===== config.mk =====
export PLATFORM = sky130hd
export DESIGN_NAME = music_sequencer_flat
export DESIGN_NICKNAME = d
export VERILOG_FILES = /design/src/rtl/music_sequencer_if.sv /design/src/rtl/music_sequencer.sv /design/src/flat_wrapper.sv
export SDC_FILE = /design/constraint.sdc
export NUM_CORES = 1
export LEC_CHECK = 0
export ABC_AREA = 1
export BUFFER_PORTS_ARGS = -buffer_cell sky130_fd_sc_hd__clkbuf_2
export CAP_MARGIN = 20
export CORE_MARGIN = 2
export CORE_UTILIZATION = 53
export CTS_CLUSTER_DIAMETER = 60
export DETAILED_ROUTE_END_ITERATION = 16
export HOLD_SLACK_MARGIN = 0.02
export PLACE_DENSITY = 0.81
export RECOVER_POWER = 25
export SYNTH_ARGS = -nofsm -noshare
export SYNTH_HDL_FRONTEND = slang
export SYNTH_HIERARCHICAL = 1
export SYNTH_SLANG_ARGS = --single-unit

===== constraint.sdc =====
create_clock -name clk -period 2.68 [get_ports clk]
set_input_delay 0.268 -clock clk [delete_from_list [all_inputs] [get_ports clk]]
set_output_delay 0.268 -clock clk [all_outputs]
set_load 0.05 [all_outputs]

===== src/rtl/music_sequencer_if.sv =====
// Song ROM read port: the sequencer presents an address, the ROM returns a word
// a fixed number of cycles later.
interface music_sequencer_if #(
  parameter int ADDR_WIDTH = 8,
  parameter int DATA_WIDTH = 16
);
  logic [ADDR_WIDTH-1:0] rom_addr;
  logic [DATA_WIDTH-1:0] rom_data;

  modport master (output rom_addr, input rom_data);
  modport slave  (input rom_addr, output rom_data);
endinterface


===== src/rtl/music_sequencer.sv =====
// Note sequencer for the music player: fetches note words from a song ROM,
// times each note in tempo ticks, and gates the speaker. Also holds the
// note_data pitch lookup that turns a note index into a speaker divider.

// Pitch lookup: note index 1..12 is one chromatic octave from C4, anything
// else (including the rest index 0) gives a divider of 0.
module note_data #(
  parameter int CLK_FREQ = 100
) (
  input  logic [7:0]  index,
  output logic [15:0] divider
);
  // Half-period in clocks for a tone, saturated to the divider width.
  function automatic logic [15:0] half_period(input int unsigned freq_hz);
    int unsigned ratio;
    ratio = int'(CLK_FREQ) / (32'd2 * freq_hz);
    if (ratio > 32'd65535) begin
      half_period = 16'hFFFF;
    end else begin
      half_period = ratio[15:0];
    end
  endfunction

  // Constant table selected by the current note index.
  always_comb begin
    divider = 16'd0;
    case (index)
      8'd1:    divider = half_period(32'd262);
      8'd2:    divider = half_period(32'd277);
      8'd3:    divider = half_period(32'd294);
      8'd4:    divider = half_period(32'd311);
      8'd5:    divider = half_period(32'd330);
      8'd6:    divider = half_period(32'd349);
      8'd7:    divider = half_period(32'd370);
      8'd8:    divider = half_period(32'd392);
      8'd9:    divider = half_period(32'd415);
      8'd10:   divider = half_period(32'd440);
      8'd11:   divider = half_period(32'd466);
      8'd12:   divider = half_period(32'd494);
      default: divider = 16'd0;
    endcase
  end
endmodule

module music_sequencer #(
  parameter int CLK_FREQ    = 100,
  parameter int ROM_WIDTH   = 16,
  parameter int ROM_SIZE    = 256,
  parameter int ROM_LATENCY = 1,
  parameter int DUR_WIDTH   = 4,
  parameter int TICK_WIDTH  = 24
) (
  input  logic                  clk,
  input  logic                  rst_n,
  input  logic                  start,
  input  logic                  stop,
  input  logic                  pause,
  input  logic                  loop_en,
  input  logic [TICK_WIDTH-1:0] tick_period,
  music_sequencer_if.master     rom,
  output logic [7:0]            note_index,
  output logic [15:0]           speaker_divider,
  output logic                  speaker_en,
  output logic                  playing,
  output logic                  song_done
);
  localparam int AW = $clog2(ROM_SIZE);
  localparam logic [2:0]    LAT_LAST  = 3'(ROM_LATENCY);
  localparam logic [AW-1:0] ADDR_LAST = AW'(ROM_SIZE - 1);

  typedef enum logic [1:0] {
    ST_IDLE   = 2'd0,
    ST_FETCH  = 2'd1,
    ST_PLAY   = 2'd2,
    ST_PAUSED = 2'd3
  } state_t;

  state_t                state_r, state_s;
  logic [AW-1:0]         addr_r, addr_s;
  logic [7:0]            note_r, note_s;
  logic [TICK_WIDTH-1:0] tick_r, tick_s;
  logic [TICK_WIDTH-1:0] period_r, period_s;
  logic [TICK_WIDTH-1:0] tp_eff_s, cur_p_s;
  logic [DUR_WIDTH-1:0]  remain_r, remain_s;
  logic [DUR_WIDTH-1:0]  word_dur_s, dur_eff_s;
  logic [2:0]            lat_r, lat_s;
  logic [7:0]            word_idx_s;
  logic                  word_eos_s;
  logic                  word_unused_s;
  logic                  spk_r, spk_s;
  logic                  playing_r, playing_s;
  logic                  done_r, done_s;

  // Field extraction from the current ROM word.
  assign word_idx_s    = rom.rom_data[7:0];
  assign word_dur_s    = rom.rom_data[8 +: DUR_WIDTH];
  assign word_eos_s    = rom.rom_data[ROM_WIDTH-1];
  assign word_unused_s = ^rom.rom_data;

  // A zero duration or zero tempo behaves as one so a note never stalls.
  assign dur_eff_s = (word_dur_s == {DUR_WIDTH{1'b0}}) ? DUR_WIDTH'(1) : word_dur_s;
  assign tp_eff_s  = (tick_period == {TICK_WIDTH{1'b0}}) ? TICK_WIDTH'(1) : tick_period;
  // Tempo is only picked up at a tick boundary; mid-tick the held period applies.
  assign cur_p_s   = (tick_r == {TICK_WIDTH{1'b0}}) ? tp_eff_s : period_r;

  // Next-state and next-register values; stop overrides every state.
  always_comb begin
    state_s  = state_r;
    addr_s   = addr_r;
    note_s   = note_r;
    tick_s   = tick_r;
    period_s = period_r;
    remain_s = remain_r;
    lat_s    = lat_r;
    done_s   = 1'b0;
    if (stop) begin
      state_s  = ST_IDLE;
      addr_s   = {AW{1'b0}};
      note_s   = 8'd0;
      tick_s   = {TICK_WIDTH{1'b0}};
      period_s = {TICK_WIDTH{1'b0}};
      remain_s = {DUR_WIDTH{1'b0}};
      lat_s    = 3'd0;
    end else begin
      case (state_r)
        ST_IDLE: begin
          if (start) begin
            state_s = ST_FETCH;
            addr_s  = {AW{1'b0}};
            lat_s   = 3'd0;
          end else begin
            state_s = ST_IDLE;
          end
        end
        ST_FETCH: begin
          if (lat_r != LAT_LAST) begin
            lat_s = lat_r + 3'd1;
          end else if (word_eos_s) begin
            addr_s = {AW{1'b0}};
            lat_s  = 3'd0;
            if (loop_en) begin
              state_s = ST_FETCH;
            end else begin
              state_s = ST_IDLE;
              done_s  = 1'b1;
            end
          end else begin
            note_s   = word_idx_s;
            remain_s = dur_eff_s;
            tick_s   = {TICK_WIDTH{1'b0}};
            lat_s    = 3'd0;
            addr_s   = (addr_r == ADDR_LAST) ? {AW{1'b0}} : addr_r + AW'(1);
            // A pause raised while fetching lands in PAUSED once the word is in.
            state_s  = pause ? ST_PAUSED : ST_PLAY;
          end
        end
        ST_PLAY: begin
          period_s = cur_p_s;
          if (tick_r == cur_p_s - TICK_WIDTH'(1)) begin
            tick_s   = {TICK_WIDTH{1'b0}};
            remain_s = remain_r - DUR_WIDTH'(1);
            if (remain_r == DUR_WIDTH'(1)) begin
              state_s = ST_FETCH;
              lat_s   = 3'd0;
            end else begin
              state_s = pause ? ST_PAUSED : ST_PLAY;
            end
          end else begin
            tick_s  = tick_r + TICK_WIDTH'(1);
            state_s = pause ? ST_PAUSED : ST_PLAY;
          end
        end
        ST_PAUSED: begin
          state_s = pause ? ST_PAUSED : ST_PLAY;
        end
        default: begin
          state_s  = ST_IDLE;
          addr_s   = {AW{1'b0}};
          note_s   = 8'd0;
          tick_s   = {TICK_WIDTH{1'b0}};
          period_s = {TICK_WIDTH{1'b0}};
          remain_s = {DUR_WIDTH{1'b0}};
          lat_s    = 3'd0;
        end
      endcase
    end
    spk_s     = (state_s == ST_PLAY) && (note_s != 8'd0);
    playing_s = (state_s != ST_IDLE);
  end

  // State register.
  always_ff @(posedge clk or negedge rst_n) begin
    if (!rst_n) begin
      state_r <= ST_IDLE;
    end else begin
      state_r <= state_s;
    end
  end

  // Datapath and output registers.
  always_ff @(posedge clk or negedge rst_n) begin
    if (!rst_n) begin
      addr_r    <= {AW{1'b0}};
      note_r    <= 8'd0;
      tick_r    <= {TICK_WIDTH{1'b0}};
      period_r  <= {TICK_WIDTH{1'b0}};
      remain_r  <= {DUR_WIDTH{1'b0}};
      lat_r     <= 3'd0;
      spk_r     <= 1'b0;
      playing_r <= 1'b0;
      done_r    <= 1'b0;
    end else begin
      addr_r    <= addr_s;
      note_r    <= note_s;
      tick_r    <= tick_s;
      period_r  <= period_s;
      remain_r  <= remain_s;
      lat_r     <= lat_s;
      spk_r     <= spk_s;
      playing_r <= playing_s;
      done_r    <= done_s;
    end
  end

  assign rom.rom_addr = addr_r;
  assign note_index   = note_r;
  assign speaker_en   = spk_r;
  assign playing      = playing_r;
  assign song_done    = done_r;

  note_data #(.CLK_FREQ(CLK_FREQ)) u_note_data (
    .index   (note_r),
    .divider (speaker_divider)
  );
endmodule


===== src/flat_wrapper.sv =====
// flat-port wrapper written by rule: the top's interface ports become plain ports
module music_sequencer_flat 
#(
  parameter int CLK_FREQ    = 100,
  parameter int ROM_WIDTH   = 16,
  parameter int ROM_SIZE    = 256,
  parameter int ROM_LATENCY = 1,
  parameter int DUR_WIDTH   = 4,
  parameter int TICK_WIDTH  = 24
)
  (clk, rst_n, start, stop, pause, loop_en, tick_period, note_index, speaker_divider, speaker_en, playing, song_done, rom_rom_addr, rom_rom_data);
  music_sequencer_if #(.ADDR_WIDTH(8), .DATA_WIDTH(16)) rom_i ();
  input  logic clk;
  input  logic rst_n;
  input  logic start;
  input  logic stop;
  input  logic pause;
  input  logic loop_en;
  input  logic [TICK_WIDTH-1:0] tick_period;
  output logic [7:0] note_index;
  output logic [15:0] speaker_divider;
  output logic speaker_en;
  output logic playing;
  output logic song_done;
  output wire logic [$bits(rom_i.rom_addr)-1:0] rom_rom_addr;
  input wire logic [$bits(rom_i.rom_data)-1:0] rom_rom_data;
  assign rom_rom_addr = rom_i.rom_addr;
  assign rom_i.rom_data = rom_rom_data;
  music_sequencer #(.CLK_FREQ(CLK_FREQ), .ROM_WIDTH(ROM_WIDTH), .ROM_SIZE(ROM_SIZE), .ROM_LATENCY(ROM_LATENCY), .DUR_WIDTH(DUR_WIDTH), .TICK_WIDTH(TICK_WIDTH)) u_core (.clk(clk), .rst_n(rst_n), .start(start), .stop(stop), .pause(pause), .loop_en(loop_en), .tick_period(tick_period), .rom(rom_i), .note_index(note_index), .speaker_divider(speaker_divider), .speaker_en(speaker_en), .playing(playing), .song_done(song_done));
endmodule

==> results of run 1 <==
## routing by layer
layer  global-route usage (%)  share of wire (%)  wire length, um  vias up
li1                         -                  -                -     2992
met1                     37.8                 38             7100     3013
met2                     53.2                 49             9090      355
met3                     5.87                8.7             1640       68
met4                     15.0                4.7              873        0
met5                        0                  0                0        -
## flip-flops by register name, summed over array words and instances (netlist names)
name,cells
u_core/state_r,2
u_core/tick_r,24
u_core/speaker_en,1
u_core/lat_r,3
u_core/period_r,24
u_core/remain_r,4
u_core/rom.rom_addr,8
u_core/note_index,8
u_core/song_done,1
u_core/playing,1
## synth_stat cells, types with 2 or more instances
cell type	instances	area [um^2]
a32o_1	12	120
dfrtp_1	76	1900
a22o_1	4	35.0
buf_4	17	128
a21oi_2	19	166
nand3b_1	4	30.0
inv_1	89	334
nand2_4	2	22.5
nand4_1	31	194
buf_2	8	40.0
ha_1	6	75.1
o21ai_2	2	17.5
nor2_1	122	458
nor2_2	8	50.1
nand2_2	13	81.3
nand2_1	212	796
nor4_1	7	43.8
buf_6	2	22.5
nor2_4	11	124
nand3_1	43	215
xnor2_1	6	52.6
o21ai_1	3	15.0
o21ai_0	33	165
nor3_1	14	70.1
inv_2	3	11.3
o22ai_1	4	25.0
xor2_1	27	236
clkbuf_1	9	33.8
a21oi_1	6	30.0
## where the power goes
group          switching (mW)  internal (mW)
clock                   0.474          0.455
combinational           0.337          0.169
sequential             0.0174           1.16
total                   0.828           1.79
## worst max path at each step
stage,from,to,slack (ns),cells past startpoint
final,u_core/tick_r[17],u_core/remain_r[2],-0.43,25
after floorplan,u_core/tick_r[0],u_core/tick_r[1],-0.06,22
after global routing,u_core/tick_r[17],u_core/remain_r[3],-0.60,25
after detailed placement,u_core/tick_r[4],u_core/remain_r[3],-0.45,26
after global placement,u_core/tick_r[13],u_core/remain_r[1],-0.30,24
after CTS,u_core/tick_r[13],u_core/remain_r[3],-0.31,24
## final cells by class
type | instances | area share (%)
timing repair buffer | 215 | 20.1
multi-input combinational | 619 | 45.7
inverter | 93 | 4.57
sequential | 76 | 24.9
clock inverter | 5 | 0.786
tap | 136 | 2.23
clock buffer | 10 | 1.80
## worst max-delay path: cells and delay by family, from the launching register on
family        cells  cell delay (ns)
xor+xnor          1             0.19
buf+inv           9             0.97
flops             1             0.42
simple gates     15             1.46
## per-stage QoR
stage	util, %	worst slack [ns]	TNS [ns]	total power, mW	area (um^2)
after detailed placement	66.6	-0.451	-13.35	1.66	6880
after CTS	72.3	-0.309	-9.69	2.59	7460
after global placement	66.6	-0.301	-9.03	1.65	6880
after floorplan	-	-0.0648	-1.23	1.50	5730
after global routing	74.0	-0.602	-19.65	2.74	7640
final	74.0	-0.431	-13.98	2.61	7640
## logic make-up (layout without fill, tap and decap cells)
group	after synthesis	in the layout	synth area share, %
AND/OR/NAND/NOR	472	472	37.9
buffers and inverters	130	323	10.4
AO/OA/AOI/OAI	92	92	11.5
flip-flops	76	76	33.7
XOR/XNOR	33	33	5.11
adder cells (fa/ha/maj)	6	6	1.33
other	1	16	0.0664
## what timing repair did
action	4_1_cts	5_1_grt
endpoints found under the setup margin	35	35
gates cloned	1	0
setup buffers	31	5
gates resized for setup	40	42
pin swaps	38	39
==> flow_summary.yaml, run 1 <==
sta:
  max_freq_mhz: 321
  hold_violations: 0
  relSlewSlack_pct: -27.3
  period_minus_slack_ns: 3.11
  finalCritPeriodShare_pct: 116
  finalMaxSlewViolations: 77
  hold_ws_ns: 0.0756
  setup_slack_ns: -0.431
  rsz0062_at_grt: "yes"
  worstMarginPinSlew_ns: 1.91
  report.final.setup_viol: 35
  clock_skew_ns: 0.0139
cts:
  cts_root_buf: "clkbuf_8"
  path_clk_slew_ns: 0.09
  ctsHoldBuffers: 0
  clock_latency_ns: 0.36
  cts_buffer_depth: 2
  cts_buffers: 9
  tritoncts: "yes"
  cts.htree.levels: 3
  cts.sinks: 76
power_and_ir_drop:
  power_density_mw_per_mm2: 342
  vdd.ir_drop.worst_mv: 0.448
  power_leakage_nw: 3.88
final_layout:
  layout-drive-gt1-share_pct: 35.1
  multi_input_area_mm2: 0.00349
  area_delta_synth_final_pct: 35.2
  final_cell_mix: "192 x nand2_1, 144 x buf_4, 96 x nor2_1"
  ff_latch_area_mm2: 0.00190
  fin_cells: 1154
  fill_cells: 720
  antenna_cells: 0
  fin_nets: 1066
  final_common_cell: "nand2_1"
min_path:
  hp-class: "primary input to flop"
  min-delay-start: "loop_en"
  hold_end: "u_core/song_done"
  min_path_cells: 2
grt:
  grt_pass1_vias: 5994
  antenna_found_initial: 0
  grt_pass1_wl_mm: 28.0
  grtUsageTotal_pct: 31.2
  overflow: 0
  grt_max_degree: 77
floorplanning:
  coreArea_mm2: 0.0103
  io_pins: 81
  rows: 37
  start_util_pct: 54.7
  die_y_um: 107
  die_w_um: 107
  die_area_mm2: 0.0115
synthesis:
  synthesis.area_mm2: 0.00565
  ys.flop_type: "dfrtp_1"
  ys_warn_count: 6
  ys_types: 46
  async_flop_share_pct: 100
  syn_inst: 810
  syn_area_per_cell_um2: 6.98
  seq_area_frac_synth_pct: 33.7
  yosys_register_bits: 76
  synth_enable_flop_cells: 0
placement:
  dp_hpwl_mm: 12.0
  place_congestion: 0.948
  io_buffers: 61
  placed_cells: 1103
status:
  failed_checks: "max-capacitance violations, max-slew violations, negative setup slack"
  status: "finished with violations"
worst_setup_path:
  cp_common_cell: "buf_4"
  r2r-start: "u_core/tick_r[17]"
  critPathKind: "flop to flop"
  max_stage_delay_ns: 0.42
  endpoint_kind: "flop"
  cp.arrival_ns: 3.40
  crit_path_max_fanout: 8
  rr_endpoint: "u_core/remain_r[2]"
  r2r_cells: 25
  slowest_stage: "dfrtp_1"
  crit_required_ns: 2.97
  r2r_setup_slack_ns: -0.43
  cp-start-kind: "flop"
route:
  ant_nets: 0
  drc: 0
  firstDrtPassIters: 5
  dr_total_vias: 6428
  wire_per_inst_um: 16.2
  viasPerCell: 5.57
  wl_mm: 18.7
  drt_iter0_markers: 549
run:
  drv_cap: 1
No activity file was read; power rests on OpenSTA's default activity.
==> run 2, diff against run 1 <==
Settings changed: GPL_TIMING_DRIVEN from default to 0.
==> run 2 against run 1 <==
The flow finishes with violations (negative setup slack). Critical endpoint is now u_core/tick_r[2]. Routed wire length shrank 9.3%. Hold slack got worse by 0.0057 ns. Via count decreased by 6.5%. Fmax decreased by 2.8%. Combinational power fell by 5.9%. First-iteration DRC count down 8.9%. Power increased by 0.72%. Largest cell class unchanged. Highest routed layer unchanged.
==> flow_summary.yaml, run 2 (synthesized netlist as in run 1, its figures left out) <==
worst_setup_path:
  r2r-start: "u_core/tick_r[22]"
  crit_required_ns: 2.90
  cp.arrival_ns: 3.42
  critPathKind: "flop to flop"
  worstSetupStartpoint: "u_core/tick_r[22]"
  crit_path_max_fanout: 8
  cp_common_cell: "nand2_1"
  r2r_setup_slack_ns: -0.52
  cp-start-kind: "flop"
  rr_endpoint: "u_core/tick_r[2]"
  slowest_stage: "dfrtp_2"
  max_stage_delay_ns: 0.46
  r2r_cells: 22
  endpoint_kind: "flop"
  cp_cell_sequence: "nor2_2, nand2_1, nor2_4, nand3_4, buf_8, nand2_2, nand2_4, nor2_4, buf_4, nand2_1, nor2_4, nand2_1, nand2_1, nand2_1, nor2_1, nand2_2, nor2_4, nand2_4, nand2_8, buf_12, clkbuf_16, a21oi_2"
  cp-endpoint: "u_core/tick_r[2]"
sta:
  report.final.setup_viol: 35
  hold_violations: 0
  finalMaxSlewViolations: 0
  tns_ns: -16.42
  relSlewSlack_pct: 37.3
  setup_slack_ns: -0.522
  max_freq_mhz: 312
  period_minus_slack_ns: 3.20
  worstMarginPinSlew_ns: 0.940
  clock_skew_ns: 0.0102
  rsz0062_at_grt: "yes"
  finalCritPeriodShare_pct: 119
cts:
  cts_root_buf: "clkbuf_8"
  cts_buffer_depth: 2
  tritoncts: "yes"
  path_clk_slew_ns: 0.09
  clock_latency_ns: 0.36
  cts.sinks: 76
  cts.htree.levels: 3
  cts_buffers: 9
final_layout:
  fill_cells: 806
  fin_cells: 1083
  layout-drive-gt1-share_pct: 32.3
  final_common_cell: "nand2_1"
  largestRegisters: "u_core/period_r: 24 flops, u_core/tick_r: 24 flops"
  final_cell_mix: "182 x nand2_1, 96 x nor2_1, 77 x inv_1"
  fin_util_pct: 70.1
  area_delta_synth_final_pct: 28.1
  antenna_cells: 0
  fin_nets: 995
grt:
  antenna_found_initial: 0
  grt_pass1_wl_mm: 25.8
  grtUsageTotal_pct: 28.6
  overflow: 0
  grt_max_degree: 61
  grt_pass1_vias: 5312
route:
  firstDrtPassIters: 5
  wl_mm: 17.0
  drc: 0
  wire_per_inst_um: 15.7
  ant_nets: 0
  dr_total_vias: 6011
  viasPerCell: 5.55
  drt_iter0_markers: 500
status:
  failed_checks: "negative setup slack"
  status: "finished with violations"
floorplanning:
  die_area_mm2: 0.0115
  die_y_um: 107
  rows: 37
  die_w_um: 107
  coreArea_mm2: 0.0103
  start_util_pct: 54.7
  io_pins: 81
placement:
  dp_hpwl_mm: 11.3
  place_congestion: 0.944
  placed_cells: 1023
  io_buffers: 61
min_path:
  hp-class: "primary input to flop"
run:
  drv_cap: 0
power_and_ir_drop:
  vdd.ir_drop.worst_mv: 0.369
  power_density_mw_per_mm2: 364
  power_leakage_nw: 3.55
  finalPower_mw: 2.63
==> run 2: cell types whose count changed in the layout (fill, tap and decap cells not counted), sizes merged <==
| cell | before | now |
|---|---|---|
| buf | 154 | 70 |
| bufinv | 1 | 2 |
| clkbuf | 71 | 82 |
| clkinv | 3 | 4 |
| clkinvlp | 1 | 0 |
| dlygate4sd3 | 0 | 1 |
==> run 2: area by class of cell <==
type | count | area [um^2] | share of cell area [%]
multi-input combinational | 619 | 3530 | 48.7
sequential | 76 | 1920 | 26.5
timing repair buffer | 111 | 802 | 11.1
inverter | 93 | 357 | 4.92
buffer | 33 | 255 | 3.52
tap | 136 | 170 | 2.35
clock buffer | 9 | 124 | 1.71
clock inverter | 6 | 87.6 | 1.21
==> run 2: routing by layer <==
metal	global-route usage, %	part of all wire [%]	vias to the layer above
met5	0	0	-
met4	10.6	2.6	0
met3	4.42	7.4	53
met2	45.6	48	282
met1	39.4	42	2819
li1	-	-	2857
==> run 2: metrics by stage <==
stage	cell area [um^2]	worst slack, ns	hold WS [ns]
after floorplan	5730	-0.0648	-0.0276
after global placement	6210	-0.598	0.451
after detailed placement	6240	-0.637	0.196
after CTS	6980	-0.379	0.0696
after global routing	7240	-0.709	0.0625
final	7240	-0.522	0.0699
==> run 2: what timing repair did <==
action                                  CTS  global route
hold buffers                              1             0
hold endpoints to repair                 16             0
gates resized for setup                  68            57
pin swaps                                18            13
gates cloned                              1             2
buffers inserted                         38             7
endpoints found under the setup margin   35            38
==> run 2: report_power, final <==
| part | internal [mW] | switching, mW | total [mW] |
|---|---|---|---|
| Clock | 0.521 | 0.456 | 0.978 |
| Sequential | 1.16 | 0.0176 | 1.18 |
| Combinational | 0.146 | 0.330 | 0.476 |
==> run 2: worst min-delay path by stage <==
stage | start | to | slack (ns) | cells past startpoint
3_5_place_dp | rst_n | u_core/tick_r[7] | 0.20 | 1
5_1_grt | loop_en | u_core/song_done | 0.06 | 2
6_report | loop_en | u_core/song_done | 0.07 | 2
2_1_floorplan | rst_n | u_core/lat_r[0] | -0.03 | 0
4_1_cts | loop_en | u_core/song_done | 0.07 | 2
3_3_place_gp | loop_en | u_core/song_done | 0.45 | 2
==> run 2: critical path: cells and delay by family (launching register included) <==
| kind | cells | cell delay (ns) |
|---|---|---|
| and+or+nand+nor | 17 | 1.95 |
| buffers and inverters | 4 | 0.59 |
| DFF | 1 | 0.46 |
| AOI/OAI and AO/OA | 1 | 0.05 |
